==> src/rtl/calc_chain_accum.sv <==
// calc_chain_accum: keypad calculator engine. It builds decimal operands and chains ADD/SUB/MUL
// left to right, with a sticky overflow flag. Define CALC_DIV_EN to enable op 6 = DIV (restoring divider).
module calc_chain_accum #(
    parameter int WIDTH      = 32,
    parameter int MAX_DIGITS = 8
) (
    input  logic                            clk,
    input  logic                            rst,
    input  logic                            digit_valid,
    input  logic [3:0]                      digit,
    input  logic                            op_valid,
    input  logic [2:0]                      op,
    output logic [WIDTH-1:0]                value,
    output logic                            result_valid,
    output logic                            busy,
    output logic                            ovf,
    output logic [$clog2(MAX_DIGITS+1)-1:0] digit_cnt
);
    localparam int CW = $clog2(MAX_DIGITS + 1);
    localparam int NW = $clog2(WIDTH);
    localparam logic [2*WIDTH-1:0] POS_LIM = {{(WIDTH+1){1'b0}}, {(WIDTH-1){1'b1}}};
    localparam logic [2*WIDTH-1:0] NEG_LIM = POS_LIM + (2*WIDTH)'(1);

    function automatic bit digits_fit();
        logic [127:0] p;
        p = 128'd1;
        for (int i = 0; i < MAX_DIGITS; i++) p = p * 128'd10;
        return (p - 128'd1) < (128'd1 << (WIDTH - 1));
    endfunction

    if (!digits_fit()) begin : g_param_check
        $error("calc_chain_accum: 10**MAX_DIGITS-1 does not fit in a signed WIDTH-bit value");
    end

    typedef enum logic [2:0] {
        OP_ADD = 3'd0, OP_SUB = 3'd1, OP_MUL = 3'd2, OP_NEG = 3'd3,
        OP_EQU = 3'd4, OP_CLR = 3'd5, OP_DIV = 3'd6, OP_RSV = 3'd7
    } op_e;
    typedef enum logic [1:0] {S_IDLE, S_ENTRY, S_EXEC, S_DONE} state_e;

    function automatic logic [WIDTH-1:0] mag(input logic [WIDTH-1:0] x);
        return x[WIDTH-1] ? -x : x;
    endfunction

    state_e             state, state_nxt;
    op_e                key_op, pending_op, exec_op;
    logic [WIDTH-1:0]   acc, operand, rhs, entry_val, exec_res;
    logic               neg, after_equ, res_neg, exec_ovf, exec_last;
    logic [NW-1:0]      cnt;
    logic [2*WIDTH-1:0] mul_a, prod, prod_nxt;
    logic [WIDTH-1:0]   mul_b;
    logic [WIDTH:0]     sum;
    logic               is_commit, accept, idle_like, has_operand, digit_room;
    logic               do_clr, do_commit, do_exec, do_neg, do_digit;
`ifdef CALC_DIV_EN
    logic [WIDTH-1:0]   div_dvd, div_dvs, div_rem, div_quo, div_rem_nxt, div_quo_nxt;
    logic [WIDTH:0]     div_trial, div_diff;
`endif

    assign key_op      = op_e'(op);
    assign accept      = (state != S_EXEC);
    assign idle_like   = (state == S_IDLE) || (state == S_DONE);
    assign has_operand = (digit_cnt != '0);
    assign digit_room  = (digit_cnt != CW'(MAX_DIGITS));
    assign do_clr      = op_valid && (key_op == OP_CLR);
    assign do_commit   = op_valid && accept && is_commit;
    assign do_exec     = do_commit && has_operand;
    assign do_neg      = op_valid && accept && (key_op == OP_NEG);
    assign do_digit    = digit_valid && !op_valid && accept && (digit <= 4'd9);
    assign entry_val   = neg ? -operand : operand;
    assign value       = ((state == S_ENTRY) || neg) ? entry_val : acc;
    assign prod_nxt    = prod + (mul_b[0] ? mul_a : '0);
    assign exec_last   = (exec_op == OP_ADD) || (exec_op == OP_SUB) || (cnt == NW'(WIDTH - 1));

    always_comb begin
        is_commit = 1'b0;
        case (key_op)
            OP_ADD, OP_SUB, OP_MUL, OP_EQU: is_commit = 1'b1;
`ifdef CALC_DIV_EN
            OP_DIV:                         is_commit = 1'b1;
`endif
            default:                        is_commit = 1'b0;
        endcase
    end

    // NOTE: every variable written here gets a default first, so no latch is inferred.
    always_comb begin
        state_nxt    = state;
        busy         = (state == S_EXEC);
        result_valid = (state == S_DONE);
        if (do_clr) state_nxt = S_IDLE;
        else begin
            case (state)
                S_IDLE, S_DONE: state_nxt = do_digit ? S_ENTRY : S_IDLE;
                S_ENTRY:        if (do_exec) state_nxt = S_EXEC;
                S_EXEC:         if (exec_last) state_nxt = S_DONE;
                default:        state_nxt = S_IDLE;
            endcase
        end
    end

    always_ff @(posedge clk or posedge rst) begin
        if (rst) state <= S_IDLE;
        else     state <= state_nxt;
    end

`ifdef CALC_DIV_EN
    // One restoring step: shift in the next dividend bit, subtract when no borrow.
    always_comb begin
        div_trial   = {div_rem, div_dvd[WIDTH-1]};
        div_diff    = div_trial - {1'b0, div_dvs};
        div_rem_nxt = div_trial[WIDTH-1:0];
        div_quo_nxt = {div_quo[WIDTH-2:0], 1'b0};
        if (!div_diff[WIDTH]) begin
            div_rem_nxt    = div_diff[WIDTH-1:0];
            div_quo_nxt[0] = 1'b1;
        end
    end
`endif

    always_comb begin
        exec_res = acc;
        exec_ovf = 1'b0;
        sum      = '0;
        case (exec_op)
            OP_ADD, OP_SUB: begin
                sum = (exec_op == OP_ADD) ? {acc[WIDTH-1], acc} + {rhs[WIDTH-1], rhs}
                                          : {acc[WIDTH-1], acc} - {rhs[WIDTH-1], rhs};
                exec_res = sum[WIDTH-1:0];
                exec_ovf = sum[WIDTH] ^ sum[WIDTH-1];
            end
            OP_MUL: begin
                exec_res = res_neg ? -prod_nxt[WIDTH-1:0] : prod_nxt[WIDTH-1:0];
                exec_ovf = prod_nxt > (res_neg ? NEG_LIM : POS_LIM);
            end
`ifdef CALC_DIV_EN
            OP_DIV: begin
                if (div_dvs == '0) exec_ovf = 1'b1;
                else begin
                    exec_res = res_neg ? -div_quo_nxt : div_quo_nxt;
                    exec_ovf = !res_neg && div_quo_nxt[WIDTH-1];
                end
            end
`endif
            default: ;
        endcase
    end

    always_ff @(posedge clk or posedge rst) begin
        if (rst) begin
            acc <= '0; operand <= '0; neg <= 1'b0; after_equ <= 1'b0;
            pending_op <= OP_ADD; digit_cnt <= '0; ovf <= 1'b0;
        end else if (do_clr) begin
            acc <= '0; operand <= '0; neg <= 1'b0; after_equ <= 1'b0;
            pending_op <= OP_ADD; digit_cnt <= '0; ovf <= 1'b0;
        end else begin
            if (do_digit) begin
                // First digit after EQU starts a fresh chain.
                if (idle_like && after_equ) begin
                    acc        <= '0;
                    pending_op <= OP_ADD;
                    after_equ  <= 1'b0;
                end
                if (digit_room) begin
                    operand   <= operand * WIDTH'(10) + WIDTH'(digit);
                    digit_cnt <= digit_cnt + CW'(1);
                end
            end
            if (do_neg) neg <= ~neg;
            if (do_commit) begin
                pending_op <= (key_op == OP_EQU) ? OP_ADD : key_op;
                after_equ  <= (key_op == OP_EQU);
                operand    <= '0;
                neg        <= 1'b0;
                digit_cnt  <= '0;
            end
            if ((state == S_EXEC) && exec_last) begin
                acc <= exec_res;
                if (exec_ovf) ovf <= 1'b1;
            end
        end
    end

    // NOTE: scratch datapath registers are always loaded before use, so they carry no reset.
    always_ff @(posedge clk) begin
        if (do_exec) begin
            exec_op <= pending_op;
            rhs     <= entry_val;
            res_neg <= acc[WIDTH-1] ^ entry_val[WIDTH-1];
            cnt     <= '0;
            mul_a   <= {{WIDTH{1'b0}}, mag(acc)};
            mul_b   <= mag(entry_val);
            prod    <= '0;
`ifdef CALC_DIV_EN
            div_dvd <= mag(acc);
            div_dvs <= mag(entry_val);
            div_rem <= '0;
            div_quo <= '0;
`endif
        end else if (state == S_EXEC) begin
            cnt   <= cnt + NW'(1);
            mul_a <= mul_a << 1;
            mul_b <= mul_b >> 1;
            prod  <= prod_nxt;
`ifdef CALC_DIV_EN
            div_dvd <= div_dvd << 1;
            div_rem <= div_rem_nxt;
            div_quo <= div_quo_nxt;
`endif
        end
    end

endmodule
==> config.mk <==
export PLATFORM = sky130hd
export DESIGN_NAME = calc_chain_accum
export DESIGN_NICKNAME = d
export VERILOG_FILES = /design/src/rtl/calc_chain_accum.sv
export SDC_FILE = /design/constraint.sdc
export NUM_CORES = 1
export LEC_CHECK = 0
export ABC_AREA = 1
export BUFFER_PORTS_ARGS = -buffer_cell sky130_fd_sc_hd__buf_4
export CORE_MARGIN = 2
export CORE_UTILIZATION = 60
export CTS_CLUSTER_SIZE = 10
export DETAILED_ROUTE_END_ITERATION = 10
export GPL_TIMING_DRIVEN = 0
export PLACE_DENSITY = 0.89
export SETUP_SLACK_MARGIN = 0.5
export SYNTH_ARGS = -nofsm -noshare
export SYNTH_HDL_FRONTEND = slang
export SYNTH_SLANG_ARGS = --single-unit
==> constraint.sdc <==
create_clock -name clk -period 5.4 [get_ports clk]
set_input_delay 1.08 -clock clk [delete_from_list [all_inputs] [get_ports clk]]
set_output_delay 1.08 -clock clk [all_outputs]
set_load 0.01 [all_outputs]
==> results.py, run 1 <==
metrics = {
    "final_layout": {
        "drive_gt1_share_pct": 6.082,
        "final_nets": 4496,
        "final_area_sq_um": 28970,
        "area_delta_synth_final_pct": 10.20,
        "insertedDiodeCount": 0,
    },
    "synthesis": {
        "ys_warn_count": 0,
        "syn_area_sq_um": 26290,
        "synthesis.instances": 4183,
        "yosysUniqueCellTypes": 61,
        "syn_area_per_cell_sq_um": 6.285,
        "synthesis.nets": 4394,
        "synth-seq-cells": 277,
        "ys_seq_area_share_pct": 26.35,
    },
    "place": {
        "place_congestion": 1.061,
        "dpl_cell_area_sq_um": 27440,
        "place.port_buffers": 49,
        "hpwl_mm": 68.97,
    },
    "setup_path": {
        "critPathMaxStageDelay_ns": 0.41,
        "r2r-start": "mul_b[0]$_DFFE_PP_",
        "worst_path_max_delay_cell": "edfxtp_1",
        "critPathArrivalTime_ns": 5.14,
        "crit_path_start_kind": "register",
        "startpoint": "mul_b[0]$_DFFE_PP_",
        "crit_top_cell": "nand2_1",
        "rrSetupSlack_ns": 0.71,
        "crit_type": "reg2reg",
        "reg2reg_depth": 36,
        "crit_end": "ovf$_DFFE_PP0P_",
        "cp-end-kind": "register",
        "crit_required_ns": 5.85,
        "reg2reg_to": "ovf$_DFFE_PP0P_",
        "crit_path_max_fanout": 10,
    },
    "job": {
        "drv_cap": 0,
    },
    "clock_network": {
        "cts.sinks": 277,
        "cts.path.max_buffers": 3,
        "cts_buffers": 35,
        "hold_buffers": 0,
        "root_buffer": "clkbuf_16",
        "cts_tree": "yes",
        "path_clk_slew_ns": 0.05,
        "cts_max_level": 2,
        "clock_latency_ns": 0.57,
    },
    "floorplan": {
        "start_util_pct": 60.90,
        "die_y_microns": 213.3,
        "pin_count": 50,
        "design.die.area_sq_um": 45510,
        "fp-row-count": 76,
        "core_area_sq_um": 43170,
        "fp.dieW_microns": 213.3,
    },
    "timing": {
        "fin_worst_skew_ns": 0.01390,
        "slew_headroom_pct": 15.49,
        "slew_viol_final": 0,
        "rsz0062_at_grt": "true",
        "finalCritPeriodShare_pct": 86.85,
        "fmax_mhz": 213.2,
        "finalHoldViolations": 0,
        "finalSetupViolations": 0,
        "timing.hold.ws_ns": 0.4538,
        "fin_setup_tns_ns": 0,
        "worstMarginPinSlew_ns": 1.268,
        "min_period_ns": 4.690,
    },
    "global_routing": {
        "grt_pass1_wl_mm": 132.6,
        "grt_max_degree": 66,
        "grt.total_usage_pct": 37.60,
        "antenna_found_initial": 0,
        "grt_pass1_vias": 25460,
        "grt_overflow": 0,
    },
    "power": {
        "p_leak_nw": 15.56,
        "p_per_area_nw_per_um2": 675.5,
        "ir_drop_v": 0.0005976,
    },
    "routing": {
        "drc": 0,
        "wl_per_cell_microns": 17.52,
        "vias": 27480,
        "ant_nets": 0,
        "wirelength_mm": 85.73,
        "drt_iter0_markers": 2839,
        "viasPerCell": 5.616,
        "drtPass1Iterations": 9,
    },
    "min_path": {
        "hold_path_class": "reg2reg",
    },
    "run_status": {
        "outcome": "complete, no violations",
    },
}
==> timing repair <==
| action | 4_1_cts | 5_1_grt |
|---|---|---|
| gates resized for setup | 21 | 60 |
| pin swaps | 2 | 12 |
| endpoints found under the setup margin | 1 | 3 |
| buffers inserted | 1 | 13 |
==> kinds of logic (layout without fill, tap and decap cells) <==
family | count (synthesis) | after routing | synth area share [%]
buffers and inverters | 781 | 906 | 11.26
AOI/OAI and AO/OA | 597 | 597 | 12.77
xor gates and xnor gates | 159 | 159 | 5.497
adders and majority gates | 200 | 200 | 9.633
and+or+nand+nor | 2169 | 2169 | 34.49
DFF | 277 | 277 | 26.35
==> critical path, delay by kind of cell, from the launching register on <==
kind	cells	cell delay, ns
compound gates	1	0.20
xor+xnor	1	0.27
fa+ha+maj	2	0.62
buf+inv	6	0.68
flops	1	0.41
simple gates	26	2.40
==> layout by cell type, fill, tap and decap left out, drive strengths merged, types with 10 or more instances in the layout <==
master / count
buf: 88
nand2: 1380
or2: 13
dfrtp: 76
nor2: 362
a21o: 10
ha: 196
xor2: 114
nand3b: 22
clkbuf: 114
o211ai: 13
nor4: 14
o21bai: 14
o21ai: 289
a31oi: 18
a21oi: 165
o22ai: 11
nor3: 59
inv: 697
nand4: 54
a22o: 15
dfxtp: 101
a22oi: 37
xnor2: 45
nand3: 252
edfxtp: 100
==> metrics by stage <==
step | utilization (%) | total power, W | cells | worst slack [ns]
final | 67.11 | 0.01957 | 4893 | 0.7102
after global placement | 63.44 | 0.01601 | 4817 | -0.5658
after floorplan | - | 0.01265 | 4183 | 1.186
after global routing | 67.11 | 0.02113 | 4893 | 0.4230
after detailed placement | 63.56 | 0.01626 | 4819 | -0.3424
after CTS | 66.31 | 0.01876 | 4880 | 0.5003
==> where the power goes <==
part	switching [W]	total (W)	internal, W	leakage, nW
registers	0.000746	0.00396	0.00321	2.79
clock network	0.000952	0.00227	0.00132	0.516
logic	0.00898	0.0133	0.00436	12.3
==> synthesized netlist by cell type (all sizes together) <==
| library cell | n | area [sq um] |
|---|---|---|
| nand2 | 1380 | 5223 |
| inv | 696 | 2613 |
| nor2 | 362 | 1429 |
| o21ai | 289 | 1461 |
| nand3 | 252 | 1321 |
| ha | 196 | 2452 |
| a21oi | 165 | 825.8 |
| xor2 | 114 | 1036 |
| dfxtp | 101 | 2022 |
| edfxtp | 100 | 3003 |
| dfrtp | 76 | 1902 |
| clkbuf | 60 | 225.2 |
| nor3 | 59 | 321.6 |
| nand4 | 54 | 352.8 |
| xnor2 | 45 | 409.1 |
| a22oi | 37 | 277.8 |
| buf | 22 | 111.4 |
| nand3b | 22 | 165.2 |
| a31oi | 18 | 112.6 |
| a22o | 15 | 131.4 |
| nor4 | 14 | 87.58 |
| o21bai | 14 | 105.1 |
| o211ai | 13 | 97.59 |
| or2 | 13 | 83.83 |
| o22ai | 11 | 68.82 |
| a21o | 10 | 75.07 |
| and2 | 8 | 50.05 |
| o31ai | 6 | 45.04 |
| and3 | 4 | 26.28 |
| fa | 4 | 80.08 |
| o21a | 4 | 30.03 |
| a21boi | 3 | 22.52 |
| clkinv | 3 | 11.26 |
| a211oi | 2 | 15.01 |
| a32o | 2 | 20.02 |
| o311ai | 2 | 17.52 |
| o41ai | 2 | 17.52 |
| a221oi | 1 | 8.760 |
| a41oi | 1 | 8.760 |
| nor3b | 1 | 7.510 |
| o221ai | 1 | 8.760 |
| o32ai | 1 | 8.760 |
==> area by class of cell <==
class	instances	area (sq um)
Buffer	82	361.6
Sequential cell	277	6927
Fill cell	3967	14200
Inverter	699	2626
Timing Repair Buffer	65	513.0
Tap cell	585	732.0
Multi-Input combinational cell	3125	16730
Clock inverter	5	90.09
Clock buffer	55	992.2
==> worst min-delay path by stage <==
stage                      endpoint                 startpoint  cells after the start  slack (ns)
3_5_place_dp   exec_op[2]$_DFFE_PP_  pending_op[2]$_DFFE_PP0P_                      0        0.44
6_report       exec_op[2]$_DFFE_PP_  pending_op[2]$_DFFE_PP0P_                      0        0.45
5_1_grt        exec_op[1]$_DFFE_PP_  pending_op[1]$_DFFE_PP0P_                      0        0.46
4_1_cts        exec_op[2]$_DFFE_PP_  pending_op[2]$_DFFE_PP0P_                      0        0.45
3_3_place_gp   exec_op[2]$_DFFE_PP_  pending_op[2]$_DFFE_PP0P_                      0        0.42
2_1_floorplan  exec_op[2]$_DFFE_PP_  pending_op[2]$_DFFE_PP0P_                      0        0.42
==> registers in the layout (all words and copies together) (netlist names) <==
| signal | cells |
|---|---|
| pending_op | 3 |
| exec_op | 3 |
| prod | 64 |
| mul_a | 64 |
| operand | 32 |
| rhs | 32 |
| after_equ | 1 |
| mul_b | 32 |
| ovf | 1 |
| acc | 32 |
| res_neg | 1 |
| neg | 1 |
| digit_cnt | 4 |
| state | 2 |
| cnt | 5 |
==> layer usage <==
metal  wire (microns)  part of all wire [%]  up-vias  track usage (%)
li1                 -                     -    13620                -
met1            34270                    40    12310            46.95
met2            38920                    45     1261            62.27
met3             6903                   8.1      285            4.824
met4             5638                   6.6        0            22.56
met5                0                     0        -                0
(Power assumes the default switching activity.)
==> inputs of run 2 (changes only) <==
--- a/config.mk
+++ b/config.mk
@@ -9,6 +9,7 @@
 export BUFFER_PORTS_ARGS = -buffer_cell sky130_fd_sc_hd__buf_4
 export CORE_MARGIN = 2
 export CORE_UTILIZATION = 60
+export CTS_CLUSTER_DIAMETER = 120
 export CTS_CLUSTER_SIZE = 10
 export DETAILED_ROUTE_END_ITERATION = 10
 export GPL_TIMING_DRIVEN = 0
==> constraint.sdc (replaced) <==
create_clock -name clk -period 6 [get_ports clk]
set_input_delay 1.2 -clock clk [delete_from_list [all_inputs] [get_ports clk]]
set_output_delay 1.2 -clock clk [all_outputs]
set_load 0.01 [all_outputs]
==> results.py, run 2 (synthesized netlist as in run 1, its figures left out) <==
metrics = {
    "setup_path": {
        "r2r-start": "mul_b[0]$_DFFE_PP_",
        "crit_path_max_fanout": 10,
        "worst_path_max_delay_cell": "xnor2_1",
        "rrSetupSlack_ns": 0.85,
        "reg2reg_to": "ovf$_DFFE_PP0P_",
        "reg2reg_depth": 34,
        "startpoint": "mul_b[0]$_DFFE_PP_",
        "worst-path-stages": 34,
        "crit_end": "ovf$_DFFE_PP0P_",
        "critPathMaxStageDelay_ns": 0.44,
        "worst-path-buf-inv": 6,
        "critPathArrivalTime_ns": 5.64,
        "crit_top_cell": "nand2_1",
        "critical-path-top-delay-family": "simple AND/OR/NAND/NOR gates",
        "crit_required_ns": 6.49,
        "crit_type": "reg2reg",
        "crit_path_start_kind": "register",
        "cp-end-kind": "register",
    },
    "timing": {
        "rsz0062_at_grt": "false",
        "finalSetupViolations": 0,
        "worstMarginPinSlew_ns": 1.243,
        "fmax_mhz": 194.1,
        "finalCritPeriodShare_pct": 85.87,
        "slew_viol_final": 0,
        "fin_worst_skew_ns": 0.02451,
        "slew_headroom_pct": 17.14,
        "min_period_ns": 5.152,
        "finalHoldViolations": 0,
        "timing.hold.ws_ns": 0.4536,
    },
    "place": {
        "hpwl_mm": 68.97,
        "dpl_cell_area_sq_um": 27440,
        "place.port_buffers": 49,
        "place_congestion": 1.061,
    },
    "power": {
        "p_leak_nw": 15.33,
        "ir_drop_v": 0.0004053,
        "p_total_w": 0.01683,
        "p_per_area_nw_per_um2": 593.2,
    },
    "routing": {
        "ant_nets": 0,
        "drt_iter0_markers": 2718,
        "viasPerCell": 5.617,
        "wl_per_cell_microns": 17.25,
        "drtPass1Iterations": 9,
        "wirelength_mm": 84.02,
        "drc": 0,
        "vias": 27360,
    },
    "floorplan": {
        "pin_count": 50,
        "core_area_sq_um": 43170,
        "start_util_pct": 60.90,
        "fp-row-count": 76,
        "design.die.area_sq_um": 45510,
        "fp.dieW_microns": 213.3,
        "die_y_microns": 213.3,
    },
    "final_layout": {
        "insertedDiodeCount": 0,
        "largest_registers": "mul_a: 64 flops, prod: 64 flops",
        "mostFrequentLayoutCell": "nand2_1",
        "final_util_pct": 65.73,
        "drive_gt1_share_pct": 4.270,
        "final_cell_mix": "nand2_1 (1365), inv_1 (692), nor2_1 (346), o21ai_0 (279), nand3_1 (240)",
        "final_area_sq_um": 28380,
        "final_nets": 4478,
        "area_delta_synth_final_pct": 7.938,
    },
    "min_path": {
        "hold_path_class": "reg2reg",
    },
    "global_routing": {
        "grt_pass1_wl_mm": 131.4,
        "antenna_found_initial": 1,
        "grt_overflow": 0,
        "grt_pass1_vias": 25250,
        "grt_max_degree": 66,
        "grt.total_usage_pct": 37.12,
    },
    "clock_network": {
        "cts.path.max_buffers": 3,
        "root_buffer": "clkbuf_16",
        "cts_max_level": 1,
        "path_clk_slew_ns": 0.06,
        "clock_latency_ns": 0.62,
        "cts.sinks": 277,
        "postCtsSetupBuffers": 0,
        "hold_buffers": 0,
        "cts_buffers": 31,
        "cts_tree": "yes",
    },
    "run_status": {
        "outcome": "complete, no violations",
    },
    "job": {
        "drv_cap": 0,
    },
}
==> run 2: how the worst min path moves through the flow <==
stage / start / endpoint / slack (ns) / depth (start not counted)
floorplan: pending_op[2]$_DFFE_PP0P_ / exec_op[2]$_DFFE_PP_ / 0.42 / 0
global placement: pending_op[2]$_DFFE_PP0P_ / exec_op[2]$_DFFE_PP_ / 0.42 / 0
detailed placement: pending_op[2]$_DFFE_PP0P_ / exec_op[2]$_DFFE_PP_ / 0.44 / 0
CTS: pending_op[2]$_DFFE_PP0P_ / exec_op[2]$_DFFE_PP_ / 0.45 / 0
global route: pending_op[1]$_DFFE_PP0P_ / exec_op[1]$_DFFE_PP_ / 0.47 / 0
finish: pending_op[2]$_DFFE_PP0P_ / exec_op[2]$_DFFE_PP_ / 0.45 / 0
==> run 2: metal layers <==
metal  vias to the layer above  wire length, microns  GRT usage (%)
met5                         -                    13              0
met4                         2                  5231          19.88
met3                       261                  6701          4.221
met2                      1195                 38130          61.97
met1                     12320                 33940          47.23
li1                      13580                     -              -
==> run 2: report_power, final <==
part	switching, W	leakage, nW	internal (W)
logic	0.00786	12.1	0.00365
registers	0.000663	2.79	0.00289
clock network	0.000811	0.418	0.000954
==> run 2: what timing repair did <==
item                       in CTS  in global routing
setup endpoints to repair       1                  1
cloned                          0                  0
gates resized for setup         2                 14
==> run 2: cell type report <==
cell class,instances,area [sq um]
Sequential cell,277,6927
Clock inverter,2,25.02
Multi-Input combinational cell,3125,16470
Clock buffer,50,847.1
Inverter,699,2626
Buffer,82,346.6
Timing Repair Buffer,51,407.9
Fill cell,4051,14790
Tap cell,585,732.0
==> run 2: through the flow <==
stage,instances,setup slack (ns),setup TNS (ns)
after floorplan,4183,1.666,0
after global placement,4817,-0.08582,-0.7790
after detailed placement,4819,0.2576,0
after CTS,4871,0.6297,0
after global routing,4871,0.4928,0
final,4871,0.8478,0
==> run 2: worst reg2reg max path: cells and delay by family, from the launching register on <==
kind / cells / cell delay (ns)
flops: 1 / 0.33
buf+inv: 6 / 0.98
compound gates: 1 / 0.22
simple gates: 24 / 2.45
fa+ha+maj: 2 / 0.62
xor+xnor: 1 / 0.44
